## src/rtl/fft_mag_store.sv

```systemverilog
// Spectrum capture stage: converts one FFT frame to alpha-max-beta-min magnitudes,
// stores the low NUM_BINS bins in a RAM and tracks the peak bin for the detector.
module fft_mag_store #(
    parameter int FFT_LEN  = 1024,
    parameter int NUM_BINS = 256
) (
    input  logic        clk,
    input  logic        rst_n,
    input  logic        arm,
    input  logic [15:0] fft_re,
    input  logic [15:0] fft_im,
    input  logic        fft_valid,
    input  logic        fft_last,
    input  logic [7:0]  rd_addr,
    output logic [15:0] rd_data,
    output logic        mag_done,
    output logic        frame_err,
    output logic [15:0] peak_mag,
    output logic [7:0]  peak_bin
);

    // state   | meaning
    // IDLE    | after reset, waiting for arm
    // ALIGN   | discarding samples until a frame boundary (valid & last)
    // CAPTURE | counting bins and feeding the magnitude pipeline
    // FLUSH   | two cycles to drain the pipeline into the RAM
    // DONE    | frame stored, RAM and peak frozen, mag_done high
    typedef enum logic [2:0] {IDLE, ALIGN, CAPTURE, FLUSH, DONE} state_t;

    localparam int CW = $clog2(FFT_LEN);
    localparam logic [CW-1:0] LAST_BIN = CW'(FFT_LEN - 1);
    localparam logic [CW-1:0] NB       = CW'(NUM_BINS);

    function automatic logic [15:0] abs16(input logic [15:0] v);
        return v[15] ? (~v + 16'd1) : v;
    endfunction

    state_t        state_q, state_d;
    logic [CW-1:0] cnt_q, cnt_d;
    logic          flush_cnt_q, flush_cnt_d;
    logic          s1_vld_q, s1_vld_d;
    logic [15:0]   s1_a_q, s1_a_d, s1_b_q, s1_b_d;
    logic [7:0]    s1_bin_q, s1_bin_d;
    logic          s2_vld_q, s2_vld_d;
    logic [15:0]   s2_mag_q, s2_mag_d;
    logic [7:0]    s2_bin_q, s2_bin_d;
    logic          mag_done_q, mag_done_d;
    logic          frame_err_q, frame_err_d;
    logic [15:0]   peak_mag_q, peak_mag_d;
    logic [7:0]    peak_bin_q, peak_bin_d;
    logic [15:0]   rd_data_q, rd_data_d;

    logic [15:0] mem [NUM_BINS];
    logic        abort, accept, eof, wr_en;
    logic [15:0] mx, mn;

    always_comb begin
        abort  = arm && (state_q != IDLE);
        accept = (state_q == CAPTURE) && fft_valid && !arm;
        eof    = accept && (fft_last || (cnt_q == LAST_BIN));
        wr_en  = s2_vld_q && !abort;

        mx = (s1_a_q >= s1_b_q) ? s1_a_q : s1_b_q;
        mn = (s1_a_q >= s1_b_q) ? s1_b_q : s1_a_q;

        state_d     = state_q;
        cnt_d       = cnt_q;
        flush_cnt_d = flush_cnt_q;
        mag_done_d  = mag_done_q;
        frame_err_d = frame_err_q;
        peak_mag_d  = peak_mag_q;
        peak_bin_d  = peak_bin_q;
        rd_data_d   = mem[rd_addr];

        // Only bins that will land in the RAM are carried down the pipeline.
        s1_vld_d = accept && (cnt_q < NB);
        s1_a_d   = abs16(fft_re);
        s1_b_d   = abs16(fft_im);
        s1_bin_d = cnt_q[7:0];
        s2_vld_d = s1_vld_q;
        s2_mag_d = mx + {2'b00, mn[15:2]} + {3'b000, mn[15:3]};
        s2_bin_d = s1_bin_q;

        if (s2_vld_q && (s2_bin_q != 8'd0) && (s2_mag_q > peak_mag_q)) begin
            peak_mag_d = s2_mag_q;
            peak_bin_d = s2_bin_q;
        end

        case (state_q)
            IDLE: begin
                if (arm) state_d = ALIGN;
            end
            ALIGN: begin
                if (fft_valid && fft_last) begin
                    state_d    = CAPTURE;
                    cnt_d      = '0;
                    peak_mag_d = '0;
                    peak_bin_d = '0;
                end
            end
            CAPTURE: begin
                if (accept) cnt_d = cnt_q + 1'b1;
                if (eof) begin
                    state_d     = FLUSH;
                    flush_cnt_d = 1'b0;
                    frame_err_d = !(fft_last && (cnt_q == LAST_BIN));
                end
            end
            FLUSH: begin
                if (flush_cnt_q) begin
                    state_d    = DONE;
                    mag_done_d = 1'b1;
                end else begin
                    flush_cnt_d = 1'b1;
                end
            end
            DONE: ;
            default: state_d = IDLE;
        endcase

        // A boundary seen in the same cycle as arm is used as the alignment point.
        if (abort) begin
            s1_vld_d    = 1'b0;
            s2_vld_d    = 1'b0;
            mag_done_d  = 1'b0;
            flush_cnt_d = 1'b0;
            peak_mag_d  = '0;
            peak_bin_d  = '0;
            cnt_d       = '0;
            state_d     = (fft_valid && fft_last) ? CAPTURE : ALIGN;
        end
    end

    always_ff @(posedge clk or negedge rst_n) begin
        if (!rst_n) begin
            state_q     <= IDLE;
            cnt_q       <= '0;
            flush_cnt_q <= 1'b0;
            s1_vld_q    <= 1'b0;
            s1_a_q      <= '0;
            s1_b_q      <= '0;
            s1_bin_q    <= '0;
            s2_vld_q    <= 1'b0;
            s2_mag_q    <= '0;
            s2_bin_q    <= '0;
            mag_done_q  <= 1'b0;
            frame_err_q <= 1'b0;
            peak_mag_q  <= '0;
            peak_bin_q  <= '0;
            rd_data_q   <= '0;
        end else begin
            state_q     <= state_d;
            cnt_q       <= cnt_d;
            flush_cnt_q <= flush_cnt_d;
            s1_vld_q    <= s1_vld_d;
            s1_a_q      <= s1_a_d;
            s1_b_q      <= s1_b_d;
            s1_bin_q    <= s1_bin_d;
            s2_vld_q    <= s2_vld_d;
            s2_mag_q    <= s2_mag_d;
            s2_bin_q    <= s2_bin_d;
            mag_done_q  <= mag_done_d;
            frame_err_q <= frame_err_d;
            peak_mag_q  <= peak_mag_d;
            peak_bin_q  <= peak_bin_d;
            rd_data_q   <= rd_data_d;
        end
    end

    // Magnitude RAM is deliberately not reset; stale data survives rst_n.
    always_ff @(posedge clk) begin
        if (wr_en) mem[s2_bin_q] <= s2_mag_q;
    end

    assign rd_data   = rd_data_q;
    assign mag_done  = mag_done_q;
    assign frame_err = frame_err_q;
    assign peak_mag  = peak_mag_q;
    assign peak_bin  = peak_bin_q;

endmodule

```

## config.mk

```make
export PLATFORM = sky130hd
export DESIGN_NAME = fft_mag_store
export DESIGN_NICKNAME = d
export VERILOG_FILES = /design/src/rtl/fft_mag_store.sv
export SDC_FILE = /design/constraint.sdc
export NUM_CORES = 2
export LEC_CHECK = 0
export ABC_AREA = 1
export BUFFER_PORTS_ARGS = -buffer_cell sky130_fd_sc_hd__buf_4
export CAP_MARGIN = 10
export CORE_MARGIN = 10
export CORE_UTILIZATION = 50
export DETAILED_ROUTE_END_ITERATION = 7
export PLACE_DENSITY_LB_ADDON = 0.1
export SLEW_MARGIN = 10
export SYNTH_ARGS = -nofsm -noshare
export SYNTH_HDL_FRONTEND = slang
export SYNTH_SLANG_ARGS = --single-unit
```

## constraint.sdc

```tcl
create_clock -name clk -period 15.8 [get_ports clk]
set_clock_uncertainty 0.15 [all_clocks]
set_input_delay 3.16 -clock clk [delete_from_list [all_inputs] [get_ports clk]]
set_output_delay 3.16 -clock clk [all_outputs]
set_load 0.01 [all_outputs]
```

==> run_results.csv <==
group,metric,value,unit
outcome,outcome,"finished, violations left",
outcome,violated_checks,"design-rule violations",
placed_design,place.gp.congestion,0.8282,
die,fp.dieArea,0.3675,mm2
power,cellPowerDensity,148.5,mW/mm2
routing,route.final.wire_length,512400,um
cells_and_area,num-nets-final,14400,
setup_path,worst_setup_ep_type,"flop",
global_route,maximum_number_of_pins_on_one_net_before_global_route_repair,210,
yosys,synth_top_area_cell,"edfxtp_1",
die,floorplan.die.height,606.3,um
yosys,seq_area_frac_synth,73.35,%
placed_design,portBuffers,86,
sta,rsz0062_at_grt,"no",
clocking,cts_made_buffers,444,
global_route,via_count_of_the_first_global_routing_pass,109200,
sta,max_freq,132.5,MHz
setup_path,critical_path.startpoint_type,"input port",
global_route,track_usage,27.10,%
yosys,yosys.area.top_type_share,71.57,%
yosys,ys_top_cells_by_area,"edfxtp_1 72%, nand3_1 12%, nand2_1 9.5%",
clocking,cts_root_buffer,"clkbuf_16",
setup_path,crit_path_max_fanout,120,
routing,drc,7,
routing,detail-route-antenna-nets,0,
sta,setup_violations,0,
setup_path,cp_data_arrival_time,8260,ps
placed_design,hpwl,276200,um
clocking,cts_resized,0,
yosys,unique_masters_post_synth,40,
setup_path,worst_ep_required_time,16510,ps
sta,maxSlewHeadroom,12.42,%
die,io_pins,87,
die,rows,215,
clocking,worst_skew_pair_latency,990,ps
clocking,clock_sink_count,4218,
routing,wl_per_cell,26.64,um
routing,pre_repair_dr_iteration_count,8,
global_route,wire_length_of_the_first_global_routing_pass,745400,um
yosys,synthesis.instances,14340,
global_route,globalRouteMet1Util,38.25,%
cells_and_area,commonest_cells_after_routing_fill_and_taps_aside,"4336 x nand2_1, 4096 x edfxtp_1, 4059 x nand3_1, 452 x clkbuf_16, 432 x buf_4",
power,cellLeakagePower,67.67,nW
placed_design,dp.cells,18400,
sta,final_max_slew_viols,0,
die,die_w,606.3,um
global_route,met3_usage,4.786,%
min_path,min_path_type,"flop to flop",
sta,report.final.hold_viol_count,0,
cells_and_area,finish.utilization,55.83,%
global_route,routing_layer_with_the_top_usage_in_global_route,"met2",
setup_path,timing_worst_setup_path_type,"input port to flop",
flow_run,maxCapViolations,0,
global_route,antenna_found_initial,23,
clocking,cts_hold_buffers,0,
routing,detail_route.vias_per_cell,5.930,
routing,dr.first_iter.drc_count,14620,
cells_and_area,final_cell_count_no_fill,19230,
global_route,grt_overflow,0,
yosys,ys_warn_count,0,
power,irDropWorstVdd,0.1522,mV
clocking,post-cts-setup-buffers,0,
routing,num_vias,114100,
yosys,post_synthesis_register_bit_count,4218,
sta,tns,0,ps
clocking,tritoncts_clock_tree,"done",
cells_and_area,final_common_cell,"nand2_1",
cells_and_area,final_layout_size_suffix_gt1_share,8.272,%
sta,worst_pin_slew,1314,ps
clocking,cts.htree.levels,5,
sta,finalCritPeriodShare,47.75,%
yosys,synth_nets,14450,
clocking,cts_max_path_buffers,4,
clocking,clkSlewWorstSetupHoldPaths,60,ps
yosys,synth.cell_area,0.1718,mm2
cells_and_area,area_delta_synth_final,11.34,%
yosys,syn_avg_cell_area,11.98,um2
sta,post-route-min-period,7545,ps
global_route,use_met2,42.64,%
die,design.core.area,0.3427,mm2
die,initial_core_util,50.14,%
sequential cells by signal (all words and copies together) (netlist names):
name	cells
cnt_q	10
flush_cnt_q	1
frame_err	1
mag_done	1
mem	4096
peak_bin	8
peak_mag	16
rd_data	16
s1_a_q	16
s1_b_q	16
s1_bin_q	8
s1_vld_q	1
s2_bin_q	8
s2_mag_q	16
s2_vld_q	1
state_q	3
layout make-up:
class | instances | area (um2)
clock buffer | 563 | 11870
multi-input combinational | 9035 | 40460
antenna | 13 | 32.53
clock inverter | 259 | 2855
timing repair buffer | 459 | 3766
fill | 28330 | 151400
inverter | 130 | 543.0
sequential | 4218 | 126100
tap | 4557 | 5702
metrics by stage:
step	hold WS (ps)	total power (W)	setup slack [ps]	area, um2
floorplan	181.2	0.01648	10580	171800
global placement	183.3	0.01790	7363	176500
detailed placement	184.7	0.01800	7359	176500
CTS	198.4	0.02849	8421	191300
global route	208.0	0.02923	8171	191300
finish	198.2	0.02840	8255	191300
critical path, cell delays in order:
cell and delay [ps]:
buf_8 220, inv_16 520, buf_4 750, buf_4 840
buf_4 850, nand3_1 170, nand3_1 160, nand3_1 100
nand3_1 360, nand3_1 310, nand3_1 220, nand2_1 110
nand2_1 100, nand2_1 70
where the power goes:
group | leakage, nW | internal (W) | switching, W
combinational | 22.0 | 0.000576 | 0.00291
clock | 7.23 | 0.00620 | 0.00439
sequential | 38.4 | 0.0140 | 0.000360
total | 67.7 | 0.0207 | 0.00766
kinds of logic (layout without fill, tap and decap cells):
logic type	Yosys count	after routing	synth area share, %
simple gates	8794	8794	22.26
flops	4218	4218	73.35
buf+inv	1088	1411	3.235
compound gates	138	138	0.4383
fa+ha+maj	64	64	0.5184
xor+xnor	38	38	0.1937
mux	1	1	0.005825
other cells	0	13	0
path summary, 6_finish.rpt:
kind                       slack [ps]           end         from  cells after the start
max                              8260   rd_data[11]   rd_addr[1]                     14
min                               200   s2_bin_q[6]  s1_bin_q[6]                      0
max reg2reg                     10600  s2_mag_q[13]   s1_a_q[15]                     19
min reg2reg                       200   s2_bin_q[6]  s1_bin_q[6]                      0
max in group asynchronous       12110      cnt_q[0]        rst_n                      2
min in group asynchronous        2070    s1_b_q[13]        rst_n                      1
cells in the mapped netlist:
cell,count
nand4_1,11
buf_2,533
a21o_1,3
ha_1,52
edfxtp_1,4096
a21boi_0,1
a21oi_1,62
nor4_1,2
o211ai_1,5
nor3b_1,1
a31oi_1,2
buf_6,40
or2_2,2
buf_8,1
buf_1,94
nor3_2,1
inv_4,2
inv_2,2
xnor2_1,13
inv_1,126
nor2_1,331
nor3_1,16
o21a_1,2
nand3_1,4064
fa_1,12
xor2_1,25
a22o_1,1
clkbuf_1,159
a2bb2oi_1,2
o21bai_1,4
nand2_1,4342
dfrtp_1,122
buf_4,131
mux2i_1,1
nand3b_1,23
o22a_1,1
a211oi_1,1
nand2_2,1
o211a_1,1
o21ai_0,53
metal layers:
metal	share of wire (%)	wire length (um)
met1	41	209000
met4	3.8	19660
met5	0.0062	32
met2	46	237300
met3	9.1	46450
Note: power is estimated with default switching activity, not from simulation.
